--- config.mk ---
export PLATFORM = sky130hd
export DESIGN_NAME = pwm_duty_meter
export DESIGN_NICKNAME = d
export VERILOG_FILES = /design/src/rtl/pwm_pkg.sv /design/src/rtl/pwm_seq_div.sv /design/src/rtl/pwm_duty_meter.sv
export SDC_FILE = /design/constraint.sdc
export NUM_CORES = 1
export LEC_CHECK = 0
export BUFFER_PORTS_ARGS = -buffer_cell sky130_fd_sc_hd__clkbuf_2
export CELL_PAD_IN_SITES_DETAIL_PLACEMENT = 0
export CELL_PAD_IN_SITES_GLOBAL_PLACEMENT = 2
export CORE_ASPECT_RATIO = 0.8
export CORE_MARGIN = 4
export CORE_UTILIZATION = 40
export DETAILED_ROUTE_END_ITERATION = 10
export GPL_ROUTABILITY_DRIVEN = 0
export GPL_TIMING_DRIVEN = 0
export HOLD_SLACK_MARGIN = 0.12
export PLACE_DENSITY_LB_ADDON = 0.1
export SLEW_MARGIN = 20
export SYNTH_ARGS = -nofsm -noshare
export SYNTH_HDL_FRONTEND = slang
export SYNTH_SLANG_ARGS = --single-unit
--- constraint.sdc ---
create_clock -name clk -period 4.7 [get_ports clk]
set_clock_uncertainty 0.2 [all_clocks]
set_input_delay 0.47 -clock clk [delete_from_list [all_inputs] [get_ports clk]]
set_output_delay 0.47 -clock clk [all_outputs]
set_load 0.05 [all_outputs]
--- src/rtl/pwm_pkg.sv ---
// Shared constants and divider state encoding for the PWM generator/meter pair.
package pwm_pkg;

    localparam int unsigned DUTY_W    = 7;
    localparam int unsigned PCT_SCALE = 100;

    typedef enum logic [1:0] {
        StIdle = 2'd0,
        StDiv  = 2'd1,
        StDone = 2'd2
    } div_state_e;

endpackage

--- src/rtl/pwm_seq_div.sv ---
// Restoring sequential divider: one quotient bit per cycle, start/done handshake.
module pwm_seq_div
    import pwm_pkg::*;
#(
    parameter int unsigned NUM_W = 31,
    parameter int unsigned DEN_W = 24,
    parameter int unsigned OUT_W = 7
) (
    input  logic             clk,
    input  logic             rst_n,
    input  logic             start,
    input  logic [NUM_W-1:0] num,
    input  logic [DEN_W-1:0] den,
    output logic [OUT_W-1:0] quot,
    output logic             done,
    output logic             busy
);

    localparam int unsigned STEP_W = $clog2(NUM_W + 1);

    div_state_e       state_q, state_d;
    logic [STEP_W-1:0] step_q, step_d;
    logic [DEN_W-1:0] rem_q, rem_d;
    logic [DEN_W-1:0] den_q, den_d;
    logic [NUM_W-1:0] nq_q, nq_d;

    logic [DEN_W:0]   trial;
    logic             ge;
    logic [DEN_W-1:0] rem_nxt;
    logic [NUM_W-1:0] q_nxt;
    logic             last;

    // Dividend shifts out the top while quotient bits shift in at the bottom.
    assign trial   = {rem_q, nq_q[NUM_W-1]};
    assign ge      = trial >= {1'b0, den_q};
    assign rem_nxt = ge ? DEN_W'(trial - {1'b0, den_q}) : trial[DEN_W-1:0];
    assign q_nxt   = {nq_q[NUM_W-2:0], ge};
    assign last    = (state_q == StDiv) && (step_q == STEP_W'(NUM_W - 1));

    // done marks the final step so the caller can load results as DONE begins.
    assign done = last;
    assign quot = q_nxt[OUT_W-1:0];
    assign busy = (state_q != StIdle);

    always_comb begin
        state_d = state_q;
        step_d  = step_q;
        rem_d   = rem_q;
        den_d   = den_q;
        nq_d    = nq_q;
        unique case (state_q)
            StIdle: begin
                if (start) begin
                    nq_d    = num;
                    den_d   = den;
                    rem_d   = '0;
                    step_d  = '0;
                    state_d = StDiv;
                end
            end
            StDiv: begin
                rem_d  = rem_nxt;
                nq_d   = q_nxt;
                step_d = step_q + STEP_W'(1);
                if (last) state_d = StDone;
            end
            StDone:  state_d = StIdle;
            default: state_d = StIdle;
        endcase
    end

    always_ff @(posedge clk or negedge rst_n) begin
        if (!rst_n) begin
            state_q <= StIdle;
            step_q  <= '0;
            rem_q   <= '0;
            den_q   <= '0;
            nq_q    <= '0;
        end else begin
            state_q <= state_d;
            step_q  <= step_d;
            rem_q   <= rem_d;
            den_q   <= den_d;
            nq_q    <= nq_d;
        end
    end

endmodule

--- src/rtl/pwm_duty_meter.sv ---
// Measures period, high time and integer duty percent of an asynchronous PWM input.
module pwm_duty_meter
    import pwm_pkg::*;
#(
    parameter int unsigned CNT_W   = 24,
    parameter int unsigned TIMEOUT = 100000
) (
    input  logic              clk,
    input  logic              rst_n,
    input  logic              P_in,
    output logic [CNT_W-1:0]  period,
    output logic [CNT_W-1:0]  high_time,
    output logic [DUTY_W-1:0] duty_pct,
    output logic              meas_valid,
    output logic              stuck,
    output logic              busy
);

    localparam int unsigned      NUM_W = CNT_W + DUTY_W;
    localparam logic [CNT_W-1:0] TMO   = CNT_W'(TIMEOUT);

    logic              sync1_q, s_q, prev_q;
    logic [CNT_W-1:0]  cnt_q, hi_cap_q, per_l_q, hi_l_q;
    logic              armed_q, seen_fall_q, stuck_q, meas_valid_q;
    logic [CNT_W-1:0]  period_q, high_time_q;
    logic [DUTY_W-1:0] duty_q;

    logic              rise, fall, timeout, start;
    logic              div_done, div_busy;
    logic [DUTY_W-1:0] div_quot;

    assign rise    = s_q & ~prev_q;
    assign fall    = ~s_q & prev_q;
    // A rise on the saturation cycle wins: the input is clearly not stuck.
    assign timeout = (cnt_q == TMO) && !stuck_q && !rise;
    assign start   = rise && armed_q && seen_fall_q && !div_busy;

    pwm_seq_div #(
        .NUM_W (NUM_W),
        .DEN_W (CNT_W),
        .OUT_W (DUTY_W)
    ) u_div (
        .clk   (clk),
        .rst_n (rst_n),
        .start (start),
        .num   (NUM_W'(hi_cap_q) * NUM_W'(PCT_SCALE)),
        .den   (cnt_q),
        .quot  (div_quot),
        .done  (div_done),
        .busy  (div_busy)
    );

    always_ff @(posedge clk or negedge rst_n) begin
        if (!rst_n) begin
            sync1_q     <= 1'b0;
            s_q         <= 1'b0;
            prev_q      <= 1'b0;
            cnt_q       <= '0;
            hi_cap_q    <= '0;
            per_l_q     <= '0;
            hi_l_q      <= '0;
            armed_q     <= 1'b0;
            seen_fall_q <= 1'b0;
            stuck_q     <= 1'b0;
        end else begin
            sync1_q <= P_in;
            s_q     <= sync1_q;
            prev_q  <= s_q;

            if (rise)              cnt_q <= CNT_W'(1);
            else if (cnt_q != TMO) cnt_q <= cnt_q + CNT_W'(1);

            if (fall) begin
                hi_cap_q    <= cnt_q;
                seen_fall_q <= 1'b1;
            end

            if (rise) begin
                armed_q     <= 1'b1;
                seen_fall_q <= 1'b0;
                stuck_q     <= 1'b0;
            end else if (timeout) begin
                armed_q <= 1'b0;
                stuck_q <= 1'b1;
            end

            if (start) begin
                per_l_q <= cnt_q;
                hi_l_q  <= hi_cap_q;
            end
        end
    end

    always_ff @(posedge clk or negedge rst_n) begin
        if (!rst_n) begin
            period_q     <= '0;
            high_time_q  <= '0;
            duty_q       <= '0;
            meas_valid_q <= 1'b0;
        end else begin
            meas_valid_q <= div_done | timeout;
            if (div_done) begin
                period_q    <= per_l_q;
                high_time_q <= hi_l_q;
                duty_q      <= div_quot;
            end else if (timeout) begin
                period_q    <= '0;
                high_time_q <= '0;
                duty_q      <= s_q ? DUTY_W'(PCT_SCALE) : '0;
            end
        end
    end

    assign period     = period_q;
    assign high_time  = high_time_q;
    assign duty_pct   = duty_q;
    assign meas_valid = meas_valid_q;
    assign stuck      = stuck_q;
    assign busy       = div_busy;

endmodule

After elaboration in Yosys (flattened, before gate mapping)
Cells that the tools add are included.
Storage, ports and cells
  logic and storage cells: 78
  input port bits: 3
  output and inout bits: 58
  register bits: 244
Operators by class
  reduce and logical (&&, ||, !) cells: 19
  eq/ne operators: 6
  mux-type cells: 24
  add/sub/neg operators: 3
  order comparisons: 1
  bitwise gates (word level): 5
  $mul: 1
Operators with widths (count)
  $mux W24: 7
  $pmux W31 S2: 1
  $pmux W24 S2: 1
  $mux W31: 1
  $mul A24 B5 Y29 const B: 1
  $ge A25 B24 Y1: 1
  $add A24 B1 Y24 const B: 1
  $eq A24 B17 Y1 const B: 1
  $ne A24 B17 Y1 const B: 1
  $sub A24 B24 Y24: 1
  $mux W7: 3
  $reduce_bool A2 Y1: 6
  $pmux W5 S2: 1
  $logic_and A1 B1 Y1: 6
  $mux W1: 6
  $reduce_and A2 Y1: 3
  $add A5 B1 Y5 const B: 1
  $eq A5 B5 Y1 const B: 1
  $mux W5: 1
  $mux W2: 2
  $ne A2 B2 Y1 const B: 2
  $pmux W2 S2: 1
  $logic_not A1 Y1: 3
  $and A1 B1 Y1: 2
  other kinds (4): 5

Depth between registers and ports, before layout
Gate-level depths: netlist (run 1).
  word-level depth: 7
  depth in mapped cells: 15
  gate-level depth less buffers: 15

Modules after synthesis
From an unflattened synthesis (run 1), not the netlist that was laid out.
Unflattened totals
  cells, all modules: 1562
  area, all modules: 14017.2 µm²
By module, submodules not included
  pwm_duty_meter: area an instance 8884.8 µm², cells an instance 980, instances 1, seq. area each 3953.8 µm²
  pwm_seq_div: area an instance 5132.4 µm², cells an instance 582, instances 1, seq. area each 2152.1 µm²

Worst setup path before layout (run 1)
Ideal clock, no wire load.
  path kind: register to register
  start: register hi_cap_q[3]
  end: register u_div.nq_q[27]
  stages on the path, launching flop included: 16
  required time: 4360 ps
  arrival time: 3479 ps
  library setup time: 140 ps
  clock period less this slack: 3819 ps
  path buffers: 0
  setup slack: 881 ps
  path through: dfrtp_1 > ha_1 > ha_1 > inv_1 > fa_1 > inv_1 > ha_1 > nand2_1 > o21ai_0 > o211ai_1 > o31ai_1 > o2111ai_1 > o21ai_1 > a21oi_1 > mux2_2 > o2111ai_1
Between the ends
  cells in the longest elaborated chain, start to end: 3
Ends and longest elaborated chain
  start: declaration: line pwm_duty_meter.sv:23  | logic [CNT_W-1:0] cnt_q, hi_cap_q, per_l_q, hi_l_q;
  start signal: assignment: line pwm_duty_meter.sv:74  | hi_cap_q <= cnt_q;
  $mul A24 B5 Y29: line pwm_duty_meter.sv:46  | .num (NUM_W'(hi_cap_q) * NUM_W'(PCT_SCALE)),
  $mux W31: line pwm_seq_div.sv:53  | if (start) begin
  $pmux W31 S2: line pwm_seq_div.sv:51  | unique case (state_q)
  end signal: assignment: line pwm_seq_div.sv:84  | nq_q <= nq_d;
  end: declaration: line pwm_seq_div.sv:25  | logic [NUM_W-1:0] nq_q, nq_d;
Every way passes these cells. The select of a mux whose other input is x is not followed.
A chain may end at the register's enable or synchronous reset.

Final worst setup path (run 1)
  start: register hi_cap_q[6]
  end: register u_div.nq_q[20]
The elaborated chain is that of the path after synthesis.

==> summary.txt, run 1 <==
Outcome
  – Outcome: completed

Synth
  – Number of flops mapped to enable cells by yosys: 0
  – Top cells by area, synth: dfrtp_1, ha_1, nand2_1, o21ai_0, inv_1
  – Count leader, synth: dfrtp_1
  – Syn Inst Count: 1361
  – Top-area cell type share of the netlist area: 0.4356
  – Post-synth top flop: dfrtp_1
  – Post-synth top cells: dfrtp_1, nand2_1, o21ai_0
  – Yosys cell types: 68
  – Yosys warnings: 0
  – Syn Std Cell Area: 0.01264 mm^2
  – Seq/Total Area, Yosys: 0.4356
  – Async SR Flop Fraction: 1.000
  – Synthesized Nets: between 1000 and 1500
  – Avg Inst Size Synth: 9.286 um^2
  – Synth area leader: dfrtp_1
  – Yosys reg bits: 220

Placement
  – Port bufs: 60
  – Placed inst area: 0.01352 mm^2
  – Hpwl dp: 27.01 mm
  – Placed instance count: 1836

Floorplanning
  – Initial core utilization: 0.4112
  – Core Area: 0.03074 mm^2
  – Rows: 57
  – Boundary Pins: 61
  – Die Y: about 170 um
  – Die area: 0.03452 mm^2
  – Die X: ~210 um

Cells and area
  – Fillcell total: 3027
  – Area grow syn2layout: 14.74%
  – Finished Layout Cells: between 1500 and 2000
  – Storage element area: 0.005505 mm^2
  – Nets: 1583
  – Share of post-route cells with drive strength above 1: 0.09171
  – Antenna Cells: 0
  – Multi-input gate area: 0.006334 mm^2
  – Design area: 0.01450 mm^2

Global route
  – GRT Residual Overflow: 0
  – Largest net degree at the start of global routing: between 80 and 90
  – First-pass GRT wire length: 57.82 mm
  – GRT Total Usage: 0.2127
  – Vias in the first global route: 9590
  – Initial antenna violation count: 0

Min path
  – HP Class: register to register

Clock tree
  – Cts bufs inserted: 26
  – Max clock buf depth: 3
  – Htree depth: 1
  – Clk slew on worst S/H paths: 0.06 ns
  – CTS tree: done
  – Worst-Skew Late Latency: 0.54 ns
  – CTS root buf: clkbuf_16
  – CTS Sinks: 220

Route
  – Final ANT Viol Nets: 0
  – Avg WL per Cell: about 19 um
  – # DRC: 0
  – Drt first pass iters: 5
  – Post-Route WL: ~36 mm
  – Vias: 9981
  – 1st-iter DRT viols: roughly 700
  – Average vias per placed instance: 5.295

STA
  – Final hold vios: 0
  – WHS: 0.1633 ns
  – Slew Limit Fails: 0
  – Max frequency: 228.1 MHz
  – Worst slew pin tran: 1.053 ns
  – Slew HR: 0.2923
  – RSZ-0062 raised after global routing: false
  – Minimum clock period: ~4.4 ns
  – Endpoints failing setup: 0
  – Period utilization: 0.9329

Power and ir drop
  – Leakage power: 0.006808 uW
  – Cell Pwr Density: 528.7 mW/mm^2
  – Max IR drop VDD: 0.0003237 V

Setup path
  – Critical path startpoint category: register
  – CP Data Required Time: just under 5 ns
  – Crit-path max FO: 5
  – CP Class: register to register
  – Critical Path AT: 4.60 ns
  – Crit. End Element: register

Job
  – Max Cap Viol: 0
[routing by layer]
layer  up-vias  global-route usage  share of wire  routed length (um)
met5         -                   0              0                   0
met3        35             0.03033          0.035                1289
li1       4876                   -              -                   -
met2       163              0.2858           0.39               14250
met1      4907              0.3615           0.56               20280
met4         0             0.03332          0.015                 538
[repair_timing]
item / in CTS / in global routing
gates resized for setup: 0 / 4
buffers inserted: 0 / 0
hold endpoints to repair: 69 / 0
hold buffers: 2 / 0
setup endpoints to repair: 0 / 3
[registers in the layout, summed over array words and instances (netlist names), 2 cells and up]
register       count
cnt_q             24
duty_pct           7
hi_cap_q          24
hi_l_q            24
high_time         24
period            24
u_div.den_q       23
u_div.nq_q        31
u_div.rem_q       24
u_div.state_q      2
u_div.step_q       5
[worst max-delay path, stage by stage (launching register included)]
cell and delay [ns]:
dfrtp_1 0.50, ha_1 0.29, ha_1 0.32, inv_1 0.06, fa_1 0.49, inv_1 0.04
ha_1 0.36, a2111oi_1 0.48, o21ai_1 0.23, a21boi_0 0.33, o21bai_1 0.10, a21oi_1 0.23
nor2b_1 0.07, o21ai_0 0.25, mux2i_1 0.22, nand3_1 0.09
[power breakdown]
| part | internal [uW] | total [uW] | switching [uW] |
|---|---|---|---|
| Combinational | 1210 | 2910 | 1690 |
| Clock | 1400 | 2230 | 834 |
| Sequential | 2250 | 2530 | 271 |
| Total | 4870 | 7670 | 2800 |
[layout by cell type (no fill, tap or decap), types with 22 or more instances in the layout]
cell type	instances
a21oi_1	44
a22oi_1	22
clkbuf_1	59
clkbuf_16	27
clkbuf_2	60
dfrtp_1	220
ha_1	107
inv_1	134
mux2i_1	23
nand2_1	208
nand3_1	63
nor2_1	53
o21ai_0	136
o22ai_1	24
xnor2_1	32
xor2_1	22
[stage by stage]
step | total power, uW | setup TNS, ns | util | setup slack, ns
6_report | 7667 | 0 | 0.4718 | 0.3156
2_1_floorplan | 4709 | 0 | - | 0.8809
3_5_place_dp | 5447 | 0 | 0.4398 | 0.09317
4_1_cts | 7727 | 0 | 0.4716 | 0.07727
5_1_grt | 8219 | 0 | 0.4718 | 0.01271
3_3_place_gp | 5411 | -368.47 | 0.4377 | -1.710
[logic make-up (layout without fill, tap and decap cells)]
kind of cell,Yosys count,count (layout),share of synthesized area
AO/OA/AOI/OAI,317,317,0.1538
XOR/XNOR,54,54,0.03742
adder cells (fa/ha/maj),127,127,0.1376
buffers and inverters,202,313,0.06366
flip-flops,220,220,0.4356
multiplexers,31,31,0.02534
AND/OR/NAND/NOR,410,410,0.1465
[final cells by class]
class,instances,share of cell area
sequential,220,0.3796
buffer,67,0.02053
timing repair buffer,64,0.02649
clock inverter,13,0.01415
multi-input combinational,939,0.4368
inverter,135,0.03494
tap,413,0.03563
clock buffer,34,0.05186
[path summary, 6_finish.rpt]
| check | startpoint | end | slack [ns] | cells past startpoint |
|---|---|---|---|---|
| worst max register to register | hi_cap_q[6] | u_div.nq_q[20] | 0.32 | 15 |
| worst max-delay path | hi_cap_q[6] | u_div.nq_q[20] | 0.32 | 15 |
| min in group asynchronous | rst_n | u_div.nq_q[9] | 0.30 | 2 |
| worst min register to register | sync1_q | s_q | 0.16 | 0 |
| max in group asynchronous | rst_n | period[10] | 2.78 | 4 |
| worst min-delay path | sync1_q | s_q | 0.16 | 0 |
Power figures use the tool's default switching activity.
==> run 2: changes to the inputs <==
==> constraint.sdc (replaced) <==
create_clock -name clk -period 4.7 [get_ports clk]
set_clock_uncertainty 0.2 [all_clocks]
set_input_delay 0.94 -clock clk [delete_from_list [all_inputs] [get_ports clk]]
set_output_delay 0.94 -clock clk [all_outputs]
set_load 0.05 [all_outputs]
==> run 2 against run 1 <==
Utilization shrank 0.065 points. Critical path depth stayed put. First-iteration DRC count down 2.8%. Register-to-register slack about the same. Flip-flop and latch count stayed put. Clock power hardly changed. Largest power group unchanged. Routed wire length about the same. Setup slack worse by 0.011 ns. Critical endpoint unchanged. Cell count fell by 0.11%.
==> summary.txt, run 2 (synthesis gave the netlist of run 1 again) <==
STA
  – Period utilization: 0.9351 (+0.002247)
  – RSZ-0062 raised after global routing: false
  – Slew HR: 0.2610 (-0.03126)
  – Worst slew pin tran: 1.100 ns (+0.04653 ns)
  – Endpoints failing setup: 0 (unchanged)
  – Max frequency: 227.5 MHz (-0.24%)
  – Minimum clock period: 4.395 ns (+0.01056 ns)
  – Worst Setup Slack, final: 0.3050 ns (-0.01056 ns)
  – Final hold vios: 0 (unchanged)
  – WHS: 0.1618 ns (-0.001499 ns)
  – Slew Limit Fails: 0 (unchanged)

Floorplanning
  – Rows: 57 (unchanged)
  – Boundary Pins: 61 (unchanged)
  – Die X: 206.7 um (unchanged)
  – Core Area: 0.03074 mm^2 (unchanged)
  – Initial core utilization: 0.4112 (unchanged)
  – Die Y: 167.0 um (unchanged)
  – Die area: 0.03452 mm^2 (unchanged)

Cells and area
  – Commonest non-fill, non-tap cell in the layout: dfrtp_1
  – Nets: 1581 (-0.13%)
  – Share of post-route cells with drive strength above 1: 0.09184 (+0.0001248)
  – Antenna Cells: 0 (unchanged)
  – Most frequent cells in the layout: dfrtp_1, nand2_1, o21ai_0, inv_1, ha_1
  – Finished Layout Cells: 1883 (-0.11%)
  – Max FFs per register: 31 (unchanged)
  – Largest Register: u_div.nq_q
  – Fillcell total: 3029 (+0.066%)
  – Post-layout util: 0.4711 (-0.0006510)
  – Multi-input gate area: 0.006334 mm^2 (unchanged)
  – Storage element area: 0.005505 mm^2 (unchanged)
  – Area grow syn2layout: 14.58%

Route
  – Final ANT Viol Nets: 0 (unchanged)
  – # DRC: 0 (unchanged)
  – Drt first pass iters: 5 (unchanged)
  – Avg WL per Cell: 19.32 um (+0.17%)
  – Post-Route WL: 36.38 mm (about the same)
  – 1st-iter DRT viols: 671 (-2.8%)
  – Average vias per placed instance: 5.297 (about the same)
  – Vias: 9974 (-0.070%)

Power and ir drop
  – Comb pwr share: 0.379 (about the same)
  – Clock share of power: 0.292 (about the same)
  – Part of the power in registers: 0.329 (about the same)
  – Max IR drop VDD: 0.0003238 V (about the same)
  – Switching fraction of total power: 0.3653 (about the same)
  – Total power: 7668 uW (about the same)
  – Cell Pwr Density: 529.5 mW/mm^2 (+0.15%)
  – Cell Int Power: 4866 uW (about the same)
  – Sw Pwr: 2801 uW (about the same)
  – Leakage power: 0.006800 uW (-0.12%)

Min path
  – HP Class: register to register

Setup path
  – Crit-path max FO: 5 (unchanged)
  – Critical path startpoint category: register
  – Crit. End Element: register
  – CP Class: register to register
  – Reg-to-reg setup timing slack: 0.31 ns (about the same)
  – CP Data Required Time: 4.92 ns (about the same)
  – Critical Path AT: 4.62 ns (+0.02 ns)

Global route
  – GRT Residual Overflow: 0 (unchanged)
  – Vias in the first global route: 9578 (-0.13%)
  – Largest net degree at the start of global routing: 83 (unchanged)
  – Initial antenna violation count: 0 (unchanged)
  – First-pass GRT wire length: 57.79 mm (about the same)
  – GRT Total Usage: 0.2126 (about the same)

Job
  – Max Cap Viol: 0 (unchanged)

Clock tree
  – Cts bufs inserted: 26 (unchanged)
  – CTS tree: done
  – CTS root buf: clkbuf_16
  – Hold_buf cts: 0 (-2)
  – Max clock buf depth: 3 (unchanged)
  – Clk slew on worst S/H paths: 0.06 ns (about the same)
  – Worst-Skew Late Latency: 0.54 ns (about the same)
  – Htree depth: 1 (unchanged)
  – CTS Sinks: 220 (unchanged)

Placement
  – Port bufs: 60 (unchanged)
  – Hpwl dp: 27.01 mm (unchanged)
  – Placed instance count: 1836 (unchanged)
  – Post-place setup slack: 0.09317 ns (unchanged)

Outcome
  – Outcome: completed
## run 2: changes by cell type in the layout (fill, tap and decap cells not counted)
cell and change:
dlygate4sd3_1 -2
## run 2: power by group through the flow
stage	logic, uW	registers, uW	clock network [uW]
5_1_grt	3270	2570	2370
4_1_cts	2910	2520	2300
6_report	2910	2530	2240
3_3_place_gp	2860	2550	0
3_5_place_dp	2890	2550	0
2_1_floorplan	2170	2540	0
## run 2: worst paths after layout
kind | from | endpoint | depth (start not counted)
max reg2reg | hi_cap_q[6] | u_div.nq_q[20] | 15
min | sync1_q | s_q | 0
max in group asynchronous | rst_n | u_div.rem_q[14] | 3
max | hi_cap_q[6] | u_div.nq_q[20] | 15
min in group asynchronous | rst_n | u_div.nq_q[9] | 1
min reg2reg | sync1_q | s_q | 0
## run 2: area by class of cell
class                           count  share of cell area
Clock inverter                     13             0.01417
Multi-Input combinational cell    939              0.4374
Timing Repair Buffer               62             0.02514
Inverter                          135             0.03499
Tap cell                          413             0.03568
Clock buffer                       34             0.05193
Sequential cell                   220              0.3802
Buffer                             67             0.02056
## run 2: layer usage
metal | GRT usage | vias up | share of wire
li1 | - | 4870 | -
met1 | 0.3615 | 4909 | 0.55
met2 | 0.2855 | 160 | 0.39
met3 | 0.03033 | 35 | 0.038
met4 | 0.03332 | 0 | 0.015
met5 | 0 | - | 0
## run 2: metrics by stage
stage / TNS, ns / cell area (um^2)
after detailed placement: 0 / 13520
final: 0 / 14480
after CTS: 0 / 14480
after global routing: 0 / 14480
after floorplan: 0 / 12640
after global placement: -471.87 / 13460
## run 2: timing repair
action,in CTS,in global routing
gates resized for setup,0,4
setup buffers,0,0
endpoints found under the setup margin,0,3
## run 2: worst max-delay path, cell delays in order (launching register included)
cell and delay [ns]:
dfrtp_1 0.51, ha_1 0.29, ha_1 0.32, inv_1 0.06, fa_1 0.49, inv_1 0.04
ha_1 0.36, a2111oi_1 0.48, o21ai_1 0.22, a21boi_0 0.33, o21bai_1 0.10, a21oi_1 0.23
nor2b_1 0.07, o21ai_0 0.25, mux2i_1 0.23, nand3_1 0.09
